[src/rtl/tl_debug_unit.sv]
// rtl/tl_debug_unit.sv - pipeline run/step controller with latch snapshot byte streamer
module tl_debug_unit #(
  parameter int NB_IF_ID  = 64,
  parameter int NB_ID_EX  = 192,
  parameter int NB_EX_MEM = 128,
  parameter int NB_MEM_WB = 64,
  parameter int NB_CYCLE  = 32,
  parameter int NB_DATA   = 8
) (
  input  logic                 i_clk,
  input  logic                 i_rst,
  input  logic [NB_DATA-1:0]   i_cmd,
  input  logic                 i_cmd_valid,
  input  logic [NB_IF_ID-1:0]  i_if_id,
  input  logic [NB_ID_EX-1:0]  i_id_ex,
  input  logic [NB_EX_MEM-1:0] i_ex_mem,
  input  logic [NB_MEM_WB-1:0] i_mem_wb,
  input  logic                 i_halt,
  input  logic                 i_tx_ready,
  output logic                 o_pipe_en,
  output logic [NB_DATA-1:0]   o_tx_data,
  output logic                 o_tx_valid,
  output logic [2:0]           o_state,
  output logic [NB_CYCLE-1:0]  o_cycle_count,
  output logic                 o_halted
);

  localparam int NB_SNAP = NB_IF_ID + NB_ID_EX + NB_EX_MEM + NB_MEM_WB + NB_CYCLE;
  localparam int NBYTES  = (NB_SNAP + NB_DATA - 1) / NB_DATA;
  localparam int NB_BUF  = NBYTES * NB_DATA;
  localparam int NB_IDX  = (NBYTES > 1) ? $clog2(NBYTES) : 1;

  localparam logic [NB_DATA-1:0] CMD_RUN  = NB_DATA'(8'h52);
  localparam logic [NB_DATA-1:0] CMD_STEP = NB_DATA'(8'h53);
  localparam logic [NB_DATA-1:0] CMD_DUMP = NB_DATA'(8'h44);
  localparam logic [NB_IDX-1:0]  LAST_IDX = NB_IDX'(NBYTES - 1);

  typedef enum logic [2:0] {
    IDLE    = 3'd0,
    RUN     = 3'd1,
    STEP    = 3'd2,
    CAPTURE = 3'd3,
    DUMP    = 3'd4,
    DONE    = 3'd5
  } state_t;

  state_t              state, state_next;
  logic [NB_IDX-1:0]   byte_idx;
  logic [NB_BUF-1:0]   snapshot;
  logic                last_xfer;

  assign last_xfer = (state == DUMP) && i_tx_ready && (byte_idx == LAST_IDX);

  always_ff @(posedge i_clk or posedge i_rst) begin
    if (i_rst) state <= IDLE;
    else       state <= state_next;
  end

  always_comb begin
    state_next = state;
    unique case (state)
      IDLE: begin
        if (i_cmd_valid) begin
          if (i_cmd == CMD_RUN)       state_next = RUN;
          else if (i_cmd == CMD_STEP) state_next = STEP;
          else if (i_cmd == CMD_DUMP) state_next = CAPTURE;
        end
      end
      RUN:     if (i_halt) state_next = CAPTURE;
      STEP:    state_next = CAPTURE;
      CAPTURE: state_next = DUMP;
      DUMP:    if (last_xfer) state_next = o_halted ? DONE : IDLE;
      DONE:    if (i_cmd_valid && (i_cmd == CMD_DUMP)) state_next = CAPTURE;
      default: state_next = IDLE;
    endcase
  end

  // The capture edge follows the last advancing edge, so the buses already hold its results.
  always_ff @(posedge i_clk or posedge i_rst) begin
    if (i_rst) begin
      o_cycle_count <= '0;
      o_halted      <= 1'b0;
      byte_idx      <= '0;
      snapshot      <= '0;
    end else begin
      if (o_pipe_en) o_cycle_count <= o_cycle_count + 1'b1;
      if (o_pipe_en && i_halt) o_halted <= 1'b1;
      if (state == CAPTURE) begin
        snapshot <= NB_BUF'({o_cycle_count, i_mem_wb, i_ex_mem, i_id_ex, i_if_id});
        byte_idx <= '0;
      end else if ((state == DUMP) && i_tx_ready && (byte_idx != LAST_IDX)) begin
        byte_idx <= byte_idx + 1'b1;
      end
    end
  end

  assign o_pipe_en  = (state == RUN) || (state == STEP);
  assign o_tx_valid = (state == DUMP);
  assign o_tx_data  = o_tx_valid ? snapshot[byte_idx*NB_DATA +: NB_DATA] : '0;
  assign o_state    = state;

endmodule
[config.mk]
export PLATFORM = sky130hd
export DESIGN_NAME = tl_debug_unit
export DESIGN_NICKNAME = d
export VERILOG_FILES = /design/src/rtl/tl_debug_unit.sv
export SDC_FILE = /design/constraint.sdc
export NUM_CORES = 1
export LEC_CHECK = 0
export CORE_UTILIZATION = 47
export DETAILED_ROUTE_END_ITERATION = 12
export HOLD_SLACK_MARGIN = 0.02
export PLACE_DENSITY = 0.77
export SLEW_MARGIN = 20
export SYNTH_ARGS = -nofsm -noshare
export SYNTH_HDL_FRONTEND = slang
export SYNTH_SLANG_ARGS = --single-unit
[constraint.sdc]
create_clock -name i_clk -period 15.7 [get_ports i_clk]
set_clock_uncertainty 0.15 [all_clocks]
set_input_delay 2.355 -clock i_clk [delete_from_list [all_inputs] [get_ports i_clk]]
set_output_delay 2.355 -clock i_clk [all_outputs]
set_load 0.01 [all_outputs]
==> After elaboration in Yosys (flattened, before gate mapping) <==
Cells that the tools add are included.
W data, S select, Z words.
{ "op_classes": {"add_sub_neg": 2, "eq_ne": 15, "n_shift": 1, "mux": 12, "reduce_logical": 9} }
{ "ops": {"columns": ["op", "count"], "rows": [
  ["$shiftx A480 B10 Y8", 1],
  ["$add A32 B1 Y32 const B", 1],
  ["$eq A8 B7 Y1 const B", 3],
  ["$mux W3", 8],
  ["$pmux W3 S6", 1],
  ["$mux W6", 2],
  ["$mux W8", 1],
  ["$add A6 B1 Y6 const B", 1],
  ["$eq A3 B2 Y1 const B", 2],
  ["$eq A3 B3 Y1 const B", 2],
  ["$eq A6 B6 Y1 const B", 1],
  ["$ne A2 B2 Y1 const B", 3],
  ["$ne A6 B6 Y1 const B", 1],
  ["$logic_and A1 B1 Y1", 5],
  ["$reduce_and A5 Y1", 1],
  ["$ne A4 B4 Y1 const B", 1],
  ["$eq A3 B1 Y1 const B", 1],
  ["$logic_not A3 Y1", 1],
  ["$ne A2 B1 Y1 const B", 1],
  ["$reduce_bool A2 Y1", 1],
  ["$logic_or A1 B1 Y1", 1]
]} }
{ "totals": {"register_bits": 522, "inputBits": 461, "wordCells": 44} }

==> Depth between registers and ports, before layout <==
Gate-level depths: netlist of the first run.
{ "depth": {"ltp_word": 6, "ltp_mapped": 9} }

==> Least setup slack after synthesis of the first run <==
OpenSTA, ideal clock, no wires.
{ "synth_timing": {"path_kind": "flip-flop to output port", "start": "register byte_idx[1]", "end": "output o_tx_data[0]", "t_arrival_ns": 1.829, "slack_ns": 11.366, "stages_incl_launch_ff": 7, "path_buffers": 2, "path_cell_list": "dfrtp_1 -> buf_2 -> or3b_2 -> clkbuf_1 -> o221ai_1 -> a211oi_1 -> o32ai_1"} }
{ "synth_between": {"elab_chain_cells": 2} }
{ "synth_lines": {"columns": ["element", "line_no", "source"], "rows": [
  ["start: declaration", "48", "logic [NB_IDX-1:0] byte_idx;"],
  ["start signal: assignment", "92", "byte_idx <= byte_idx + 1'b1;"],
  ["$shiftx A480 B10 Y8", "99", "assign o_tx_data = o_tx_valid ? snapshot[byte_idx*NB_DATA +: NB_DATA] : '0;"],
  ["$mux W8", "99", null],
  ["end: declaration", "21", "output logic [NB_DATA-1:0] o_tx_data,"]
]} }
No other way between the ends.

==> Worst setup path in the final report of the first run <==
{ "layout_timing": {"start": "register byte_idx[0]", "end": "output o_tx_data[0]"} }
Same word-level chain as after synthesis.

==> out/qor.csv, run 1 <==
metric;value;unit
outcome;complete, no violations;
path_buf_inv;3;
clk_latency;0.60;ns
yosys_warnings;0;
maxSlewViolCount;0;
routabilityCongestion;0.903;
worst_pin_slew;1.01;ns
drtIter0Drc;2013;
synth_cell_types;57;
crit_path_frequent_cell;buf_4;
nNetsFinal;3451;
ys_async_sr_fraction;100;%
max_freq;130;MHz
regArea;13100;um^2
groute.layer.met2.usage;48.8;%
grtUsageTotal;30.4;%
fillers;4094;
power;5.98;mW
gr-total-overflow;0;
die_w;228;um
cts.sinks;522;
vias;20100;
yosysSeqAreaShare;54.5;%
synth_edf_count;0;
vias_per_cell;5.42;
slowest_stage;buf_4;
drive_above_1_share;7.71;%
period_minus_slack;7.71;ns
routed_wl;78700;um
post_cts_buffers;0;
setup_violations;0;
drt_first_pass_iters;5;
cp_cell_sequence;buf_4 > buf_4 > mux4_2 > mux2i_1 > o21ai_0 > nor3_1 > o32ai_1 > clkdlybuf4s50_1;
hold_viol_final;0;
grt_pass1_wl;121000;um
place_inst;3602;
cts_resized;0;
boundaryPins;507;
multi_input_area;10100;um^2
avgSynthCellArea;9.35;um^2
dp_hpwl;56600;um
cp_top_family;buffers and inverters;
die_h;228;um
peakVddDrop;0.0000969;V
die_area;51900;um^2
maxCapViolations;0;
yosys-top-cells-area;dfrtp_1 54%, nand2_1 23%, mux4_2 8.6%, mux2i_1 2.9%, buf_2 1.2%;
antenna_found_initial;6;
wl_per_cell;21.2;um
rows;82;
synth_most_common_cell;nand2_1;
drc;0;
crit_type;flop to primary output;
grt_pass1_vias;20900;
synth_common_cells;1477 x nand2_1, 522 x dfrtp_1, 92 x mux4_2;
synth_nets;3027;
synth_top_area_share;54.5;%
ys_ff_latch;522;
cts_hold_buffers;0;
worst-endpoint-required;13.20;ns
p_leak;14.9;nW
fin_util;62.3;%
maxSlewHeadroom;32.5;%
htreeDepth;2;
power_density;191;nW/um^2
cts_root_buf;clkbuf_16;
worstPathMaxFanout;49;
hold_class;flop to flop;
cts_inserted_buffers;54;
rsz0062_at_grt;false;
cp.arrival;5.20;ns
yosys_most_used_dff;dfrtp_1;
initial_core_util;47.7;%
port_buffers;506;
ctsLongestPathBuffers;3;
final_antenna_net_count;0;
cp-end-kind;primary output;
grtUsageMet3;7.04;%
min_period_over_period;49.1;%
fin_cells;3709;
clk_pin_slew_worst_paths;0.06;ns
synthCells;2564;
max_stage_delay;0.83;ns
cts_tree;yes;
syn-cell-area;24000;um^2
grt_busiest_layer;met2;
grt_use_met1;39.5;%
finalSetupTns;0;ns
area_growth;30.6;%
grt_start_max_net_pins;199;
synth_largest_area_cell;dfrtp_1;
coreArea;50300;um^2
worstSetupStartpointType;flop;
-- tightest hold or removal path: cells and delay by family, from the launching register on --
kind / cells / cell delay (ns)
AND/OR/NAND/NOR: 2 / 0.10
flip-flops: 1 / 0.33
-- area by class of cell --
type / instances / area share [%]
clock buffer: 77 / 5.05
multi-input combinational: 1878 / 32.3
clock inverter: 25 / 1.18
inverter: 5 / 0.0719
sequential: 522 / 41.8
timing repair buffer: 527 / 16.9
antenna: 3 / 0.0240
tap: 672 / 2.69
-- kinds of logic (layout without fill, tap and decap cells) --
family                   Yosys count  in the layout  synth area share, %
XOR/XNOR                          37             37                 1.43
multiplexers                     172            172                 12.0
adder cells (fa/ha/maj)            2              2                0.104
buffers and inverters            164            634                 3.45
AO/OA/AOI/OAI                    101            101                 3.08
other                              0              3                    0
AND/OR/NAND/NOR                 1566           1566                 25.4
flip-flops                       522            522                 54.5
-- per-layer routing --
| layer | part of all wire, % | wire (um) |
|---|---|---|
| met1 | 40 | 31700 |
| met2 | 47 | 37200 |
| met3 | 8.0 | 6290 |
| met4 | 4.4 | 3490 |
| met5 | 0.047 | 37 |
-- sequential cells by signal, indices dropped and copies added, names as in the netlist --
name and flops:
o_halted 1, o_cycle_count 32, o_state 3, byte_idx 6, snapshot 480
-- where the power goes --
group / internal, mW / total, mW / switching (mW)
logic: 0.941 / 2.17 / 1.23
registers: 1.95 / 2.40 / 0.456
clock network: 0.850 / 1.40 / 0.552
-- layout by cell type, fill, tap and decap left out, types with 7 or more instances in the layout --
cell                n
bufinv_16           9
nand4_1            10
xnor2_1            21
o211ai_1            8
a21oi_1             8
o221ai_1            8
clkdlybuf4s50_1   506
mux4_2             92
nor2_1             21
mux2_2             10
mux2i_1            70
dfrtp_1           517
nand2_1          1477
o21ai_0            10
clkbuf_8            8
xor2_1             15
clkinv_2            9
buf_4              14
clkbuf_16          57
o22ai_1            19
nand3_1            14
a211oi_1           18
clkinvlp_4          7
clkbuf_1           12
-- final timing paths --
path	start	endpoint	slack, ns	depth (start not counted)
setup / recovery	byte_idx[0]	o_tx_data[0]	7.99	8
hold / removal	snapshot[87]	snapshot[87]	0.32	2
setup reg to reg	byte_idx[0]	o_state[2]	11.71	7
hold reg to reg	snapshot[87]	snapshot[87]	0.32	2
max in group asynchronous	i_rst	snapshot[94]	11.22	6
min in group asynchronous	i_rst	snapshot[330]	2.03	3
-- per-stage QoR --
step,hold slack (ns),instance area (um^2),setup slack (ns)
6_report,0.321,31300,7.99
5_1_grt,0.339,31300,7.75
2_1_floorplan,0.288,24000,6.10
3_5_place_dp,0.308,29300,8.56
4_1_cts,0.323,31200,7.90
3_3_place_gp,0.304,29300,8.58
No activity file was read; power rests on OpenSTA's default activity.
==> inputs of run 2 (changes only) <==
CORE_UTILIZATION = 52   (was 47)
PLACE_DENSITY = 0.81   (was 0.77)
clock period = 7.8 ns   (was 15.7 ns; I/O delays follow)
==> run 2 against run 1 <==
Effect of this change: cell count is 2.2% lower; sequential power up 110%; largest cell class unchanged; clock-buffer cell count increased by 4; global-route usage grew 2.9 points; combinational power grew 100%; setup slack lost 6.1 ns.
==> out/qor.csv, run 2 (synthesized netlist as in run 1, its figures left out) <==
metric;value;unit
maxSlewViolCount;0;
antenna_found_initial;9;
power_density;384;nW/um^2
slowest_stage;dfrtp_4;
largest_register_ffs;480;
startpoint;byte_idx[1];
place_ws;2.51;ns
htreeDepth;2;
rsz0062_at_grt;false;
min_period_over_period;76.0;%
cts_root_buf;clkbuf_16;
cp_top_family;buffers and inverters;
vias_per_cell;5.59;
cts_tree;yes;
clk_pin_slew_worst_paths;0.06;ns
reg2reg_from;byte_idx[1];
cts.sinks;522;
drtIter0Drc;2372;
vias;20300;
nNetsFinal;3450;
min_path_cells;2;
hold_class;flop to flop;
grt_start_max_net_pins;245;
worst-endpoint-required;6.48;ns
hold_ws;0.323;ns
fin_area;31100;um^2
cts_hold_buffers;0;
max_stage_delay;1.06;ns
post_cts_buffers;0;
layout_commonest_cell;nand2_1;
maxSlewHeadroom;23.7;%
grtUsageTotal;33.2;%
cts_resized;0;
cp_cell_sequence;buf_4 > nand3_1 > o22ai_1 > nor3_1 > o32ai_1 > clkdlybuf4s50_1;
r2r_setup_slack;4.29;ns
die_w;217;um
cp.arrival;4.60;ns
dpl_cell_area;29200;um^2
routed_wl;77700;um
cts_inserted_buffers;54;
layout_setup_ws;1.88;ns
drive_above_1_share;7.57;%
crit_path_end;o_tx_data[2];
ctsLongestPathBuffers;3;
setup_violations;0;
port_buffers;506;
path_buf_inv;2;
most-common-layout-cells;1477 x nand2_1, 517 x dfrtp_1, 506 x clkdlybuf4s50_1, 92 x mux4_2, 70 x mux2i_1;
worst_pin_slew;1.14;ns
drt_first_pass_iters;5;
rows;78;
max_freq;169;MHz
outcome;complete, no violations;
top_register;snapshot;
reg2reg_depth;6;
p_leak;14.9;nW
die_h;217;um
rr_endpoint;o_state[2];
fin_util;68.5;%
area_growth;29.9;%
hold_viol_final;0;
worstPathMaxFanout;66;
maxCapViolations;0;
dp_hpwl;55800;um
grt_pass1_wl;119000;um
grt_pass1_vias;20700;
drc;0;
period_minus_slack;5.92;ns
die_area;47000;um^2
coreArea;45500;um^2
crit_type;flop to primary output;
crit_cells;6;
wl_per_cell;21.4;um
worstSetupStartpointType;flop;
peakVddDrop;0.000253;V
gr-total-overflow;0;
reg_top3;snapshot (480), o_cycle_count (32), byte_idx (6);
cp-end-kind;primary output;
routabilityCongestion;0.941;
final_antenna_net_count;0;
initial_core_util;52.7;%
boundaryPins;507;
clk_latency;0.60;ns
## run 2: cell count changes in the layout (fill, tap and decap cells not counted), moves of 2 or more
cell / change
buf_4: -2
clkbuf_16: -2
diode_2: -2
clkinv_2: -2
clkbuf_8: +8
buf_6: -2
clkbuf_1: -2
clkinvlp_4: -5
bufinv_16: -3
buf_12: +3
## run 2: area by class of cell
cell class | count | area, um^2
Fill cell | 3459 | 14300
Sequential cell | 522 | 13100
Multi-Input combinational cell | 1878 | 10100
Timing Repair Buffer | 526 | 5320
Clock buffer | 81 | 1630
Tap cell | 600 | 751
Clock inverter | 15 | 231
Inverter | 5 | 22.5
Antenna cell | 1 | 2.50
## run 2: routing by layer
layer / track usage (%) / part of all wire (%)
met1: 43.2 / 39
met2: 53.6 / 48
met3: 7.41 / 8.3
met4: 15.0 / 4.6
met5: 0 / 0.13
## run 2: worst min path at each step
| stage | from | endpoint |
|---|---|---|
| floorplan | snapshot[38] | snapshot[38] |
| global placement | snapshot[219] | snapshot[219] |
| CTS | snapshot[476] | snapshot[476] |
| finish | snapshot[476] | snapshot[476] |
| detailed placement | snapshot[476] | snapshot[476] |
| global route | snapshot[477] | snapshot[477] |
## run 2: worst min-delay path, stage by stage, from the launching register on
cell	delay [ns]
dfrtp_1	0.34
nand2_1	0.05
nand2_1	0.05
## run 2: report_power, final
part           switching [mW]  internal [mW]
Sequential              0.998           3.92
Combinational            2.43           1.91
Clock                    1.08           1.64
## run 2: through the flow
| stage | instances | setup TNS, ns | power [mW] |
|---|---|---|---|
| global placement | 3529 | 0 | 8.97 |
| floorplan | 2564 | -319.57 | 7.70 |
| CTS | 3625 | 0 | 11.9 |
| finish | 3628 | 0 | 12.0 |
| global route | 3627 | 0 | 12.6 |
| detailed placement | 3529 | 0 | 9.16 |
